File: config.mk
export PLATFORM = sky130hd
export DESIGN_NAME = wb_sched
export DESIGN_NICKNAME = d
export VERILOG_FILES = /design/src/rtl/wb_sched.sv
export SDC_FILE = /design/constraint.sdc
export NUM_CORES = 1
export LEC_CHECK = 0
export ABC_AREA = 1
export CORE_ASPECT_RATIO = 2
export CORE_UTILIZATION = 48
export DETAILED_ROUTE_END_ITERATION = 12
export PLACE_DENSITY = 0.81
export SLEW_MARGIN = 20
export SYNTH_ARGS = -nofsm -noshare
export SYNTH_HDL_FRONTEND = slang
export SYNTH_SLANG_ARGS = --single-unit
File: constraint.sdc
create_clock -name clk -period 2.15 [get_ports clk]
set_clock_uncertainty 0.05 [all_clocks]
set_input_delay 0.43 -clock clk [delete_from_list [all_inputs] [get_ports clk]]
set_output_delay 0.43 -clock clk [all_outputs]
set_load 0.005 [all_outputs]
File: src/rtl/wb_sched.sv
// -----------------------------------------------------------------------------
// wb_sched -- write-back scheduler for a single register-file write port.
//
// The pipeline WB slot and a long-latency unit (MUL/DIV) share one RF write
// port. Long-latency results wait in a 2-entry FIFO. The pipeline normally has
// priority. When the FIFO head has waited STARVE_LIMIT cycles while the
// pipeline keeps writing, the scheduler enters a one-cycle FORCE state. In
// that cycle it stalls the pipeline and drains the FIFO head.
//
// Optional feature: define WB_SCHED_BYPASS_EN to let a long-latency result
// write the RF directly (no FIFO trip) when the FIFO is empty, the pipeline is
// idle and the scheduler is not in FORCE.
//
// Ports
//   clk            clock, rising edge
//   rst_n          asynchronous active-low reset
//   pipe_valid     pipeline WB slot holds a write
//   pipe_rd        pipeline destination register
//   pipe_is_load   1: write pipe_mem_data, 0: write pipe_result
//   pipe_result    ALU result
//   pipe_mem_data  load data
//   pipe_stall     pipeline must hold its WB slot this cycle
//   lu_valid       long-latency unit offers a result
//   lu_rd          long-latency destination register
//   lu_data        long-latency result
//   lu_ready       scheduler accepts the lu result this cycle
//   rf_we          RF write enable (registered)
//   rf_waddr       RF write address (registered)
//   rf_wdata       RF write data (registered)
// -----------------------------------------------------------------------------
module wb_sched #(
    parameter int unsigned STARVE_LIMIT = 4
) (
    input  logic        clk,
    input  logic        rst_n,
    input  logic        pipe_valid,
    input  logic [4:0]  pipe_rd,
    input  logic        pipe_is_load,
    input  logic [63:0] pipe_result,
    input  logic [63:0] pipe_mem_data,
    output logic        pipe_stall,
    input  logic        lu_valid,
    input  logic [4:0]  lu_rd,
    input  logic [63:0] lu_data,
    output logic        lu_ready,
    output logic        rf_we,
    output logic [4:0]  rf_waddr,
    output logic [63:0] rf_wdata
);

    typedef enum logic [0:0] {
        ST_NORMAL = 1'b0,
        ST_FORCE  = 1'b1
    } state_t;

    localparam logic [2:0] STARVE_LIM_C = 3'(STARVE_LIMIT);

    state_t      state_r;
    state_t      state_nxt_s;
    logic [4:0]  fifo_rd_r   [0:1];
    logic [63:0] fifo_data_r [0:1];
    logic        wr_ptr_r;
    logic        rd_ptr_r;
    logic [1:0]  count_r;
    logic [2:0]  age_r;

    logic        fifo_empty_s;
    logic [4:0]  head_rd_s;
    logic [63:0] head_data_s;
    logic        push_s;
    logic        pop_s;
    logic        bypass_s;
    logic        sel_valid_s;
    logic [4:0]  sel_addr_s;
    logic [63:0] sel_data_s;
    logic        sel_we_s;

    assign fifo_empty_s = (count_r == 2'd0);
    assign head_rd_s    = fifo_rd_r[rd_ptr_r];
    assign head_data_s  = fifo_data_r[rd_ptr_r];
    // Ready depends only on the registered count, never on a same-cycle pop.
    assign lu_ready     = (count_r < 2'd2);
    assign push_s       = lu_valid && lu_ready && !bypass_s;
    assign pipe_stall   = (state_r == ST_FORCE);
    // A destination of x0 is never written, but the source is still consumed.
    assign sel_we_s     = sel_valid_s && (sel_addr_s != 5'd0);

    // Write-source selection and next-state decision.
    always_comb begin
        state_nxt_s = state_r;
        sel_valid_s = 1'b0;
        sel_addr_s  = 5'd0;
        sel_data_s  = 64'd0;
        pop_s       = 1'b0;
        bypass_s    = 1'b0;
        case (state_r)
            ST_FORCE: begin
                // Entered only with a non-empty FIFO; the empty test is a guard.
                if (!fifo_empty_s) begin
                    sel_valid_s = 1'b1;
                    sel_addr_s  = head_rd_s;
                    sel_data_s  = head_data_s;
                    pop_s       = 1'b1;
                end else begin
                    sel_valid_s = 1'b0;
                end
                state_nxt_s = ST_NORMAL;
            end
            ST_NORMAL: begin
                if (pipe_valid) begin
                    sel_valid_s = 1'b1;
                    sel_addr_s  = pipe_rd;
                    sel_data_s  = pipe_is_load ? pipe_mem_data : pipe_result;
                    if (!fifo_empty_s && (age_r >= STARVE_LIM_C)) begin
                        state_nxt_s = ST_FORCE;
                    end else begin
                        state_nxt_s = ST_NORMAL;
                    end
                end else if (!fifo_empty_s) begin
                    sel_valid_s = 1'b1;
                    sel_addr_s  = head_rd_s;
                    sel_data_s  = head_data_s;
                    pop_s       = 1'b1;
                end else begin
`ifdef WB_SCHED_BYPASS_EN
                    if (lu_valid) begin
                        sel_valid_s = 1'b1;
                        sel_addr_s  = lu_rd;
                        sel_data_s  = lu_data;
                        bypass_s    = 1'b1;
                    end else begin
                        bypass_s    = 1'b0;
                    end
`else
                    sel_valid_s = 1'b0;
`endif
                end
            end
            default: begin
                state_nxt_s = ST_NORMAL;
            end
        endcase
    end

    // Scheduler state register.
    always_ff @(posedge clk or negedge rst_n) begin
        if (!rst_n) begin
            state_r <= ST_NORMAL;
        end else begin
            state_r <= state_nxt_s;
        end
    end

    // FIFO storage, pointers and occupancy; a simultaneous push and pop keeps
    // the count and queues the new entry behind the surviving head.
    always_ff @(posedge clk or negedge rst_n) begin
        if (!rst_n) begin
            for (int i = 0; i < 2; i++) begin
                fifo_rd_r[i]   <= 5'd0;
                fifo_data_r[i] <= 64'd0;
            end
            wr_ptr_r <= 1'b0;
            rd_ptr_r <= 1'b0;
            count_r  <= 2'd0;
        end else begin
            if (push_s) begin
                fifo_rd_r[wr_ptr_r]   <= lu_rd;
                fifo_data_r[wr_ptr_r] <= lu_data;
                wr_ptr_r              <= ~wr_ptr_r;
            end else begin
                wr_ptr_r <= wr_ptr_r;
            end
            if (pop_s) begin
                rd_ptr_r <= ~rd_ptr_r;
            end else begin
                rd_ptr_r <= rd_ptr_r;
            end
            case ({push_s, pop_s})
                2'b10:   count_r <= count_r + 2'd1;
                2'b01:   count_r <= count_r - 2'd1;
                default: count_r <= count_r;
            endcase
        end
    end

    // Head age: counts cycles the head waits unserved, saturating at 7.
    always_ff @(posedge clk or negedge rst_n) begin
        if (!rst_n) begin
            age_r <= 3'd0;
        end else if (pop_s || fifo_empty_s) begin
            age_r <= 3'd0;
        end else if (age_r != 3'd7) begin
            age_r <= age_r + 3'd1;
        end else begin
            age_r <= age_r;
        end
    end

    // Registered RF write port.
    always_ff @(posedge clk or negedge rst_n) begin
        if (!rst_n) begin
            rf_we    <= 1'b0;
            rf_waddr <= 5'd0;
            rf_wdata <= 64'd0;
        end else begin
            rf_we    <= sel_we_s;
            rf_waddr <= sel_addr_s;
            rf_wdata <= sel_data_s;
        end
    end

endmodule
==> results.ini, run 1 <==
[clock_tree]
ctsLongestPathBuffers=3
cts_buffers=19
cts_tree=done
clk_pin_slew_ns=0.06
clock_latency_ns=0.47
clock_sinks=216
htree_levels=1
cts_root_buffer=clkbuf_16

[placement]
placed_area_um2=12430
dp_slack_ns=0.1119
placed_cells=1436
gp_congestion=0.7574
dp_hpwl_um=16490
portBuffers=278

[detailed_routing]
wl_per_cell_um=16.51
ant_nets=0
routed_wl_um=24270
vias=7654
dr.pass1.iters=5
remaining_drc_errors=0
dr.first_iter.drc_count=312
via_per_inst=5.207

[setup_path]
crit_type=reg2out
regToRegEndpoint=age_r[1]
r2r_cells=4
worstSetupEndpointType=primary output
critPathRequiredTime_ns=1.67
timing.rr.start=pipe_stall
reg2reg_slack_ns=0.57
path_max_fanout=4
worst_ep_arrival_time_ns=1.54
crit_path_start_kind=register

[synthesis]
yosysTopAreaCell=dfrtp_1
netlist_instances=946
synthAdderAreaFrac=0.004008
ys_ff_latch=216
synthTopCellsByArea=dfrtp_1 (58%), o21ai_0 (7.7%), nand2_1 (6.9%)
ys_warn_count=0
synthFlopType=dfrtp_1
synth_compound_area_frac=0.1742
ys_async_sr_fraction=1.000
seq_area_frac_synth=0.5772
muxShareOfSynthArea=0.06840
synth_top_family_by_area=compound AO/OA/AOI/OAI gates
synth_edf_count=0
avgSynthCellArea_um2=9.900
synth_xor_xnor_area_share=0.003741
synth_commonest_cells=dfrtp_1 (216), nand2_1 (171), o21ai_0 (144)
synth_top_area_frac=0.5772
yosys.area_share.simple=0.1013
synth_nets=1156
ys_types=23
syn_area_um2=9365
synth_most_common_cell=dfrtp_1

[finish]
syn2layout_area_growth_pct=38.98
n_fill_cell=1476
instances_no_fill=1470
final_nets=1413
final_core_util=0.6879
drive_above_1_share=0.09068
post-route-cell-area_um2=13020
regArea_um2=5409
multiInputGateArea_um2=3306

[grt]
grt_overflow=0
grt_max_degree=79
grt_pass1_vias=7832
grtUsageTotal=0.2451
grt_pass1_wl_um=38670
antenna_found_initial=2

[pwr]
ir_drop_v=0.0007984
power_mw=15.26
powerDensity_nw_per_um2=1173
p_leak_nw=6.041

[die]
fp.dieArea_um2=20110
num_rows=71
ios=279
die_x_um=100.8
core_um2=18920
start_util=0.4949
die_h_um=199.5

[timing]
fin_ws_ns=0.1264
timing.final.crit_share=0.9412
fin_crit_ns=2.024
slew_viol_final=0
fmax_ghz=0.4942
hold_ws_ns=0.4298
rsz0062_at_grt=no
finalHoldViolations=0
setup_violations=0
slew_headroom=0.5594
tightestPinTransition_ns=0.6609
setup_tns_ns=0

[min_path]
hold_class=reg2reg
whs_endpoint=fifo_data_r[97]
holdPathStages=2
hp-start=fifo_data_r[97]

[outcome]
status=finished clean

[run]
drv_cap=0

[critical path, stage by stage, from the launching register on]
cell and delay, ns:
dfrtp_1 0.40, inv_2 0.13, clkdlybuf4s50_1 0.54
[state kept, by name (all words and copies together), names as in the netlist]
register	cells
fifo_data_r	128
rf_wdata	64
fifo_rd_r	10
rf_waddr	5
age_r	3
count_r	2
pipe_stall	1
rd_ptr_r	1
rf_we	1
wr_ptr_r	1
[logic make-up after synthesis]
group / Yosys count
adder cells (fa/ha/maj): 3
AND/OR/NAND/NOR: 246
buffers and inverters: 141
AO/OA/AOI/OAI: 272
multiplexers: 64
XOR/XNOR: 4
flip-flops: 216
[worst max path at each step]
stage | endpoint | cells after the start | start
2_1_floorplan | count_r[1] | 7 | pipe_valid
3_3_place_gp | age_r[1] | 6 | pipe_valid
3_5_place_dp | age_r[1] | 6 | pipe_valid
4_1_cts | lu_ready | 2 | count_r[1]
5_1_grt | lu_ready | 2 | count_r[1]
6_report | lu_ready | 2 | count_r[1]
[layer usage]
metal / routed length (um) / part of all wire / vias to the layer above / track usage
met5: 0 / 0 / - / 0
met4: 697 / 0.029 / 0 / 0.09608
met3: 1299 / 0.054 / 45 / 0.03673
met2: 13420 / 0.55 / 243 / 0.4523
met1: 8859 / 0.36 / 3705 / 0.2799
li1: - / - / 3661 / -
[layout make-up]
type	instances	share of cell area
Timing Repair Buffer	300	0.2392
Multi-Input combinational cell	589	0.2540
Sequential cell	216	0.4156
Tap cell	255	0.02451
Clock buffer	27	0.04268
Inverter	77	0.02221
Antenna cell	2	0.0003845
Clock inverter	4	0.001538
[cells in the final DEF, fill, tap and decap left out, types with 4 or more instances in the layout]
cell type,instances
nor2_1,69
o21ai_0,144
mux2i_1,64
o21ai_1,10
buf_4,8
clkbuf_16,19
buf_12,13
clkdlybuf4s50_1,276
clkinv_2,4
o22ai_1,64
dfrtp_1,215
inv_1,74
clkbuf_8,5
o21ai_2,50
nand2_1,171
[where the power goes]
part | total (mW) | switching [mW] | internal [mW]
combinational | 5.50 | 2.71 | 2.79
clock | 3.20 | 1.41 | 1.79
sequential | 6.57 | 0.835 | 5.73
total | 15.3 | 4.95 | 10.3
[what timing repair did]
action | CTS | global route
endpoints found under the hold margin | 59 | 0
resized for setup | 0 | 0
hold buffers | 1 | 0
setup buffers | 0 | 0
(Power assumes the default switching activity.)
==> run 2: changes to the inputs <==
- CORE_UTILIZATION: 48 -> 49
- CTS_BUF_LIST: unset -> sky130_fd_sc_hd__clkbuf_8
- PLACE_DENSITY: 0.81 -> 0.83
==> run 2 against run 1 <==
Global-route usage is 1.1 points higher. Via count rose by 0.71%. Largest power group unchanged. Utilization up 0.62 points.
==> results.ini, run 2 (synthesized netlist as in run 1, its figures left out) <==
[die]
ios=279
start_util=0.4996
fp.dieArea_um2=19700
die_h_um=197.5
die_x_um=99.76
core_um2=18740
num_rows=71

[detailed_routing]
ant_nets=0
routed_wl_um=24820
remaining_drc_errors=0
wl_per_cell_um=16.66
dr.pass1.iters=4
via_per_inst=5.173
dr.first_iter.drc_count=372
vias=7708

[setup_path]
crit_type=reg2out
crit_family=buffers and inverters
crit_buf_inv=1
crit_path_cell_trace=clkdlybuf4s50_1
slowest_delay_ns=0.53
critPathRequiredTime_ns=1.67
path_max_fanout=2
slowest_stage=clkdlybuf4s50_1
worstSetupEndpointType=primary output
worst_ep_arrival_time_ns=1.49
crit_path_start_kind=register

[placement]
dp_hpwl_um=16970
gp_congestion=0.7831
portBuffers=278

[clock_tree]
cts_buffers=30
cts_root_buffer=clkbuf_8
clock_sinks=216
cts_tree=done
clk_pin_slew_ns=0.06
cts_setup_buffers=0
htree_levels=1
ctsLongestPathBuffers=3
clock_latency_ns=0.54

[timing]
tightestPinTransition_ns=0.5068
rsz0062_at_grt=no
finalHoldViolations=0
setup_violations=0
hold_ws_ns=0.3374
timing.final.crit_share=0.9166
fmax_ghz=0.5075
fin_crit_ns=1.971
setup_tns_ns=0
slew_viol_final=0
slew_headroom=0.6622

[grt]
grt_pass1_wl_um=39520
grt_max_degree=71
antenna_found_initial=4
grt_overflow=0
grtUsageTotal=0.2564
grt_pass1_vias=8065

[finish]
top_register=fifo_data_r
n_fill_cell=1455
largest_reg_flops=128
multiInputGateArea_um2=3306
top_regs=fifo_data_r x128, rf_wdata x64, fifo_rd_r x10
final_nets=1425
regArea_um2=5409
final_cell_mix=clkdlybuf4s50_1 (275), dfrtp_1 (215), nand2_1 (171)
final_common_cell=clkdlybuf4s50_1
syn2layout_area_growth_pct=38.92
drive_above_1_share=0.09829

[pwr]
p_leak_nw=6.091
power_mw=15.20
ir_drop_v=0.0007701
powerDensity_nw_per_um2=1168

[outcome]
status=finished clean

[run]
drv_cap=0

[min_path]
hold_class=in2reg

-- run 2: routing by layer --
metal  GRT usage  share of wire  up-vias
li1            -              -     3683
met1      0.2783           0.35     3704
met2      0.4738           0.55      254
met3     0.04176          0.053       67
met4      0.1258          0.043        0
met5           0              0        -
-- run 2: path summary, 6_finish.rpt --
kind | cells past startpoint | from | slack (ns) | to
worst min-delay path | 4 | pipe_is_load | 0.34 | rf_wdata[28]
max in group asynchronous | 3 | rst_n | 1.00 | fifo_data_r[23]
worst max register to register | 3 | rd_ptr_r | 0.52 | rf_wdata[60]
worst max-delay path | 1 | pipe_stall | 0.18 | pipe_stall
worst min register to register | 2 | fifo_data_r[101] | 0.43 | fifo_data_r[101]
min in group asynchronous | 2 | rst_n | 0.36 | fifo_data_r[47]
-- run 2: area by class of cell --
| type | instances | area share |
|---|---|---|
| multi-input cells | 589 | 0.2541 |
| clock buffers | 36 | 0.03808 |
| repair buffers | 301 | 0.2390 |
| flip-flops and latches | 216 | 0.4158 |
| clock inverters | 12 | 0.005578 |
| diodes | 4 | 0.0007694 |
| inverters | 77 | 0.02222 |
| well taps | 255 | 0.02452 |
-- run 2: through the flow --
step | setup slack [ns] | instances | cell area (um^2) | utilization
finish | 0.1794 | 1490 | 13010 | 0.6941
CTS | 0.007669 | 1486 | 13000 | 0.6934
floorplan | 0.6100 | 946 | 9365 | -
global placement | 0.1269 | 1437 | 12420 | 0.6626
global route | 0.1256 | 1490 | 13010 | 0.6941
detailed placement | 0.1181 | 1437 | 12420 | 0.6626
-- run 2: what timing repair did --
action / 4_1_cts / 5_1_grt
gates resized for setup: 0 / 1
endpoints found under the hold margin: 54 / 0
setup endpoints to repair: 0 / 1
hold buffers: 1 / 0
-- run 2: power breakdown --
part           total [mW]  switching, mW  internal, mW
registers            6.64          0.903          5.73
logic                5.53           2.71          2.81
clock network        3.03           1.43          1.61
total                15.2           5.04          10.2
